[src/rtl/micro_sequencer.sv]
// micro_sequencer -- MIC-1 microprogram sequencer.
//
// Fetches 36-bit microinstructions from an external control store at address
// MPC and executes each one in two cycles: FETCH latches the word into MIR,
// and EXEC fires the C-bus and memory strobes, latches the ULA flags and
// advances MPC. A memory stall holds EXEC with all strobes suppressed.
//
// Ports:
//   clk, reset            clock, synchronous active-high reset
//   run                   start sequencing from IDLE
//   stall                 memory wait, freezes EXEC
//   cs_addr[8:0]          control-store address (MPC)
//   cs_data[35:0]         microinstruction at cs_addr
//   ula_select[7:0]       MIR ALU field to the ULA
//   ula_n, ula_z          live ULA flags
//   mbr[7:0]              MBR value used by JMPC
//   c_en[8:0]             C-bus write enables
//   b_sel[3:0]            B-bus source
//   mem_wr/mem_rd/mem_fetch  memory strobes
//   n_flag, z_flag        latched ULA flags
//   busy                  high in FETCH or EXEC
//
// Configuration: define MIC1_SEQ_JMPC_EN to enable JMPC (mbr ORed into the
// low eight bits of the next address). Without it JMPC and mbr are ignored.

module micro_sequencer (
    input  logic        clk,
    input  logic        reset,
    input  logic        run,
    input  logic        stall,
    output logic [8:0]  cs_addr,
    input  logic [35:0] cs_data,
    output logic [7:0]  ula_select,
    input  logic        ula_n,
    input  logic        ula_z,
    input  logic [7:0]  mbr,
    output logic [8:0]  c_en,
    output logic [3:0]  b_sel,
    output logic        mem_wr,
    output logic        mem_rd,
    output logic        mem_fetch,
    output logic        n_flag,
    output logic        z_flag,
    output logic        busy
);

    typedef enum logic [1:0] {
        IDLE  = 2'd0,
        FETCH = 2'd1,
        EXEC  = 2'd2
    } state_t;

    state_t      state;
    logic [8:0]  mpc;
    logic [35:0] mir;

    logic [7:0]  jmpc_mask;
    logic [8:0]  next_addr;
    logic        exec_fire;

`ifdef MIC1_SEQ_JMPC_EN
    assign jmpc_mask = mir[26] ? mbr : 8'h00;
`else
    // JMPC bit and mbr are intentionally unused in this build.
    logic unused_jmpc;
    assign unused_jmpc = &{1'b0, mir[26], mbr};
    assign jmpc_mask   = 8'h00;
`endif

    // Jumps are ORs into the address, never adds: JAMN/JAMZ can only set bit 8.
    assign next_addr = {mir[35] | (mir[25] & ula_n) | (mir[24] & ula_z),
                        mir[34:27] | jmpc_mask};

    // Strobes depend on the live stall input, so they are decoded from the
    // registered state rather than registered themselves; reset masks them so
    // nothing fires in the cycle reset is asserted.
    assign exec_fire = (state == EXEC) && !stall && !reset;

    assign cs_addr    = mpc;
    assign ula_select = reset ? 8'h00 : mir[23:16];
    assign b_sel      = reset ? 4'h0  : mir[3:0];
    assign c_en       = exec_fire ? mir[15:7] : 9'h000;
    assign mem_wr     = exec_fire & mir[6];
    assign mem_rd     = exec_fire & mir[5];
    assign mem_fetch  = exec_fire & mir[4];
    assign busy       = !reset && (state != IDLE);

    always_ff @(posedge clk) begin
        if (reset) begin
            state  <= IDLE;
            mpc    <= 9'h000;
            mir    <= 36'h0;
            n_flag <= 1'b0;
            z_flag <= 1'b0;
        end else begin
            case (state)
                IDLE: begin
                    if (run)
                        state <= FETCH;
                end
                FETCH: begin
                    mir   <= cs_data;
                    state <= EXEC;
                end
                EXEC: begin
                    if (!stall) begin
                        n_flag <= ula_n;
                        z_flag <= ula_z;
                        mpc    <= next_addr;
                        state  <= FETCH;
                    end
                end
                default: state <= IDLE;
            endcase
        end
    end

endmodule
[config.mk]
export PLATFORM = sky130hd
export DESIGN_NAME = micro_sequencer
export DESIGN_NICKNAME = d
export VERILOG_FILES = /design/src/rtl/micro_sequencer.sv
export SDC_FILE = /design/constraint.sdc
export NUM_CORES = 1
export LEC_CHECK = 0
export BUFFER_PORTS_ARGS = -buffer_cell sky130_fd_sc_hd__buf_4
export CAP_MARGIN = 25
export CORE_ASPECT_RATIO = 1.2
export CORE_UTILIZATION = 40
export DETAILED_ROUTE_END_ITERATION = 12
export PLACE_DENSITY_LB_ADDON = 0.05
export SLEW_MARGIN = 10
export SYNTH_ARGS = -nofsm -noshare
export SYNTH_HDL_FRONTEND = slang
export SYNTH_SLANG_ARGS = --single-unit
[constraint.sdc]
create_clock -name clk -period 1.7 [get_ports clk]
set_input_delay 0.255 -clock clk [delete_from_list [all_inputs] [get_ports clk]]
set_output_delay 0.255 -clock clk [all_outputs]
set_load 0.02 [all_outputs]
# Word level (Yosys, flattened, before mapping)
# Cells that the tools add are included.
# Widths: inputs -> output; s select.
[totals]
register_bits = 49
in_bits = 50
output_inout_bits = 36
wordCells = 32
[classes]
eq_ne = 4
muxes = 6
bitwise_logic = 8
n_reduce_logical = 9
[ops]
columns = ["cell", "n"]
rows = [
  ["$mux 9", 1],
  ["$mux 8", 1],
  ["$pmux 2 s3", 1],
  ["$and 1x1->1", 5],
  ["$mux 2", 2],
  ["$mux 4", 1],
  ["$ne 2x2->1 const B", 2],
  ["$reduce_and 2->1", 2],
  ["$logic_and 1x1->1", 3],
  ["$eq 2x1->1 const B", 1],
  ["$eq 2x2->1 const B", 1],
  ["$logic_not 1->1", 2],
  ["$logic_not 2->1", 1],
  ["$or 1x1->1", 2],
  ["$reduce_bool 2->1", 1],
  ["$not 1->1", 1],
]

# Longest topological paths before layout
[logic_depth]
ltp_word = 4
mapped_depth = 5
depth_no_buf = 3

# Worst setup path before layout
# No wires, ideal clock.
[synth_path]
kind = "flip-flop to output port"
start = "reg state[1]"
end = "out c_en[0]"
t_arrival_ns = 1.228
t_required_ns = 1.445
path_slack_ns = 0.217
stages_incl_launch_ff = 5
cell_sequence = "dfxtp_1 > or3b_4 > nor2_4 > buf_6 > and2_1"
[synth_between]
elab_chain_len = 4
[synth_rtl]
columns = ["item", "line_no", "source"]
rows = [
  ["from (decl)", "53", "state_t state;"],
  ["from (signal assigned)", "90", "state <= IDLE;"],
  ["from (signal assigned)", "99", "state <= FETCH;"],
  ["from (signal assigned)", "103", "state <= EXEC;"],
  ["$eq 2x2->1", "77", "assign exec_fire = (state == EXEC) && !stall && !reset;"],
  ["$logic_and 1x1->1 (2 in series)", "77", ""],
  ["$mux 9", "82", "assign c_en = exec_fire ? mir[15:7] : 9'h000;"],
  ["to (decl)", "37", "output logic [8:0] c_en,"],
]
# No other way between the ends.

# Final worst setup path
[layout_path]
start = "reg state[1]"
end = "out mem_wr"
[layout_between]
elab_chain_len = 4
[layout_rtl]
columns = ["item", "line_no", "source"]
rows = [
  ["$eq 2x2->1", "77", ""],
  ["$logic_and 1x1->1 (2 in series)", "77", ""],
  ["$and 1x1->1", "83", "assign mem_wr = exec_fire & mir[6];"],
  ["to (decl)", "39", "output logic mem_wr,"],
]
# No other way between the ends.

==> key figures <==
Status
  • Run status: complete, but fails checks
  • Failing checks: setup timing

Global routing
  • Largest net degree at the start of global routing: 26
  • Vias in the first global route: 1,583
  • Number of antenna violations at the first check in global routing: 0
  • Gr usage total: 18.0%
  • Global route total overflow: 0
  • First-pass GRT wire length: 7.03 mm

Clock network
  • Hold buffer count at cts: 0
  • TritonCTS buffer count: 5
  • CTS tree: yes
  • Clk sinks: 48
  • H-tree Lvls: 2
  • Setup Buffers After CTS: 0
  • Worst-case clock buffer depth: 2
  • CTS root buffer: clkbuf_8
  • Clock Pin Slew Worst Setup and Hold Paths: 0.09 ns
  • Clk_lat worst skew: 0.30 ns

Setup path
  • Worst path required time: 1.44 ns
  • CP max-delay cell: or3b_4
  • Worst-path maximum fanout: 6
  • CP top delay family: simple AND/OR/NAND/NOR gates
  • Startpoint types: register
  • Critical path buffer and inverter count: 1
  • Worst path arrival time: 1.50 ns
  • Reg-to-Reg Start: state[0]
  • Critical path cell sequence: or3b_4 -> nor2_4 -> and2_1 -> buf_6
  • Crit-path max cell delay: 0.41 ns
  • Crit Path Category: reg -> out
  • Critical path endpoint category: output pin
  • Worst Setup SP: state[1]

Placement
  • Setup WS pre-CTS: 0.135 ns
  • IO buf count: 76
  • Post-DP Area: 2500 um2
  • RePlAce Congestion: 0.682
  • DP HPWL: 2.88 mm

Route
  • Drt via density: 4.68
  • Drc violations: 0
  • Antenna viol nets, final: 0
  • WL per Instance: 11.3 um
  • Iteration count of the initial detailed-routing pass: 4
  • Via count: 1,746
  • DRT iter0 DRCs: 72
  • Post-Route WL: 4.20 mm

Timing
  • Layout Skew: 0.00733 ns
  • Period Utilization, post-route: 103%
  • Worst slew pin tran: 0.385 ns
  • Relative slew slack: 74.2%
  • Fin. max-slew vios: 0
  • Fin crit period: 1.75 ns
  • Fmax: 571 MHz
  • Hold WS: 0.194 ns
  • Final hold vios: 0
  • Setup ws final: -0.0525 ns
  • Unrepaired setup endpoints after global routing: true
  • Final TNS setup: -0.560 ns
  • Final setup violating endpoints: 12

Synthesis
  • Top_reg_cell synth: dfxtp_1
  • Post-synth EDFFs: 0
  • Mapped Area: 1870 um2
  • Syn Nets: 290
  • Largest area contributor in the netlist: dfxtp_1
  • Synth cell types: 19
  • Top cells by instance count after synthesis: 90 x nand2_1, 48 x dfxtp_1, 46 x a21oi_1
  • Mean Syn Cell Area: 7.78 um2
  • Syn Inst Count: 240
  • Synth area leaders: dfxtp_1 51%, nand2_1 18%, a21oi_1 12%
  • Top-count cell post-synth: nand2_1
  • Asr flop ratio synth: 0%
  • Sequential share of the synthesized area: 51.4%
  • Share of the synthesized area in the top cell type: 51.4%
  • Synth Warn #: 0
  • Flops & latches, synth: 48

Floorplanning
  • FP Rows: 26
  • Initial Util: 42.9%
  • Die Wd: 64.4 um
  • Core Area: 4360 um2
  • Io pins: 86
  • Die area: 4950 um2
  • Die Ht: 76.9 um

Layout
  • Layout cells sized above 1: 34.1%
  • Fill cells: 408
  • Area Growth Syn to Fin: 43.7%
  • Multi-input gate area: 850 um2
  • Antenna cell count: 0
  • Layout Nets: 366
  • Reg area: 962 um2
  • Final Cell Area: 2680 um2

Power and ir drop
  • VDD IR-drop max: 0.611 mV
  • Total power: 0.00228 W
  • Internal: 0.00175 W
  • Clock Power Share: 35.1%
  • Part of the power in registers: 52.4%
  • Combinational power share: 12.4%
  • Lkg Pwr: 1.12 nW
  • Switching Fraction: 23.4%
  • Power per cell area: 850 nW/um2
  • Sw Pwr: 0.000534 W

Min path
  • Hold path startpoint: cs_data[28]
  • HP Class: in -> reg

Job
  • Max Cap Viol: 0
power by group through the flow:
stage                     logic [W]  clock network [W]  registers, W
after floorplan            0.000148                  0       0.00122
after global placement     0.000282                  0       0.00122
after detailed placement   0.000285                  0       0.00122
after CTS                  0.000289           0.000830       0.00120
after global routing       0.000315           0.000893       0.00120
final                      0.000284           0.000802       0.00120
area by class of cell:
class	count	area share [%]
clock buffers	5	2.56
clock inverters	3	1.59
inverters	1	0.140
multi-input cells	174	31.7
flip-flops and latches	48	35.9
well taps	56	2.61
repair buffers	86	25.6
what timing repair did:
action / 4_1_cts / 5_1_grt
endpoints found under the setup margin: 12 / 12
gates resized for setup: 14 / 7
gates cloned: 1 / 0
pin swaps: 8 / 7
layer usage:
layer  GRT usage, %  wire length [um]  up-vias
li1               -                 -      914
met1           20.5              1850      775
met2           31.7              2050       53
met3           4.76               236        4
met4           6.67                56        0
met5              0                 0        -
path summary, 6_finish.rpt:
path	endpoint	slack (ns)	cells after the start
setup / recovery	mem_wr	-0.05	4
setup reg to reg	cs_addr[7]	0.41	5
hold / removal	mir[28]	0.19	3
hold reg to reg	mir[19]	0.45	2
state kept, by name, indices dropped and copies added (netlist names):
| register | flops |
|---|---|
| mir | 35 |
| state | 2 |
| n_flag | 1 |
| z_flag | 1 |
| cs_addr | 9 |
metrics by stage:
step	instances	util (%)
detailed placement	364	57.3
global route	373	61.6
CTS	373	61.1
finish	373	61.6
global placement	364	57.3
floorplan	240	-
logic make-up after synthesis:
kind of cell    Yosys count  synth area share (%)
mux                       1                 0.536
buf+inv                  19                  4.89
compound gates           48                  13.2
flops                    48                  51.4
simple gates            124                  29.9
placed cells by master (no fill, tap or decap):
master | Yosys | final
a211oi_1 | 1 | 1
a21oi_1 | 46 | 46
a221oi_1 | 1 | 1
and2_1 | 12 | 4
and2_4 | 0 | 8
buf_4 | 0 | 75
buf_6 | 1 | 11
bufinv_16 | 0 | 1
clkbuf_8 | 0 | 5
clkinv_2 | 0 | 1
clkinvlp_4 | 0 | 1
dfxtp_1 | 48 | 47
dfxtp_2 | 0 | 1
inv_1 | 1 | 1
mux2i_1 | 1 | 1
nand2_1 | 90 | 90
nand2b_1 | 1 | 1
nand3b_1 | 1 | 1
nor2_1 | 3 | 3
nor2_4 | 1 | 2
nor2b_1 | 13 | 12
nor2b_2 | 0 | 1
nor3_1 | 1 | 1
nor3b_2 | 1 | 1
or3b_4 | 1 | 1
worst reg2reg max path, stage by stage (launching register included):
cell and delay [ns]:
dfxtp_1 0.31, buf_4 0.15, nor3b_2 0.37, buf_4 0.23, nand2_1 0.06, a21oi_1 0.11
Power figures use the tool's default switching activity.
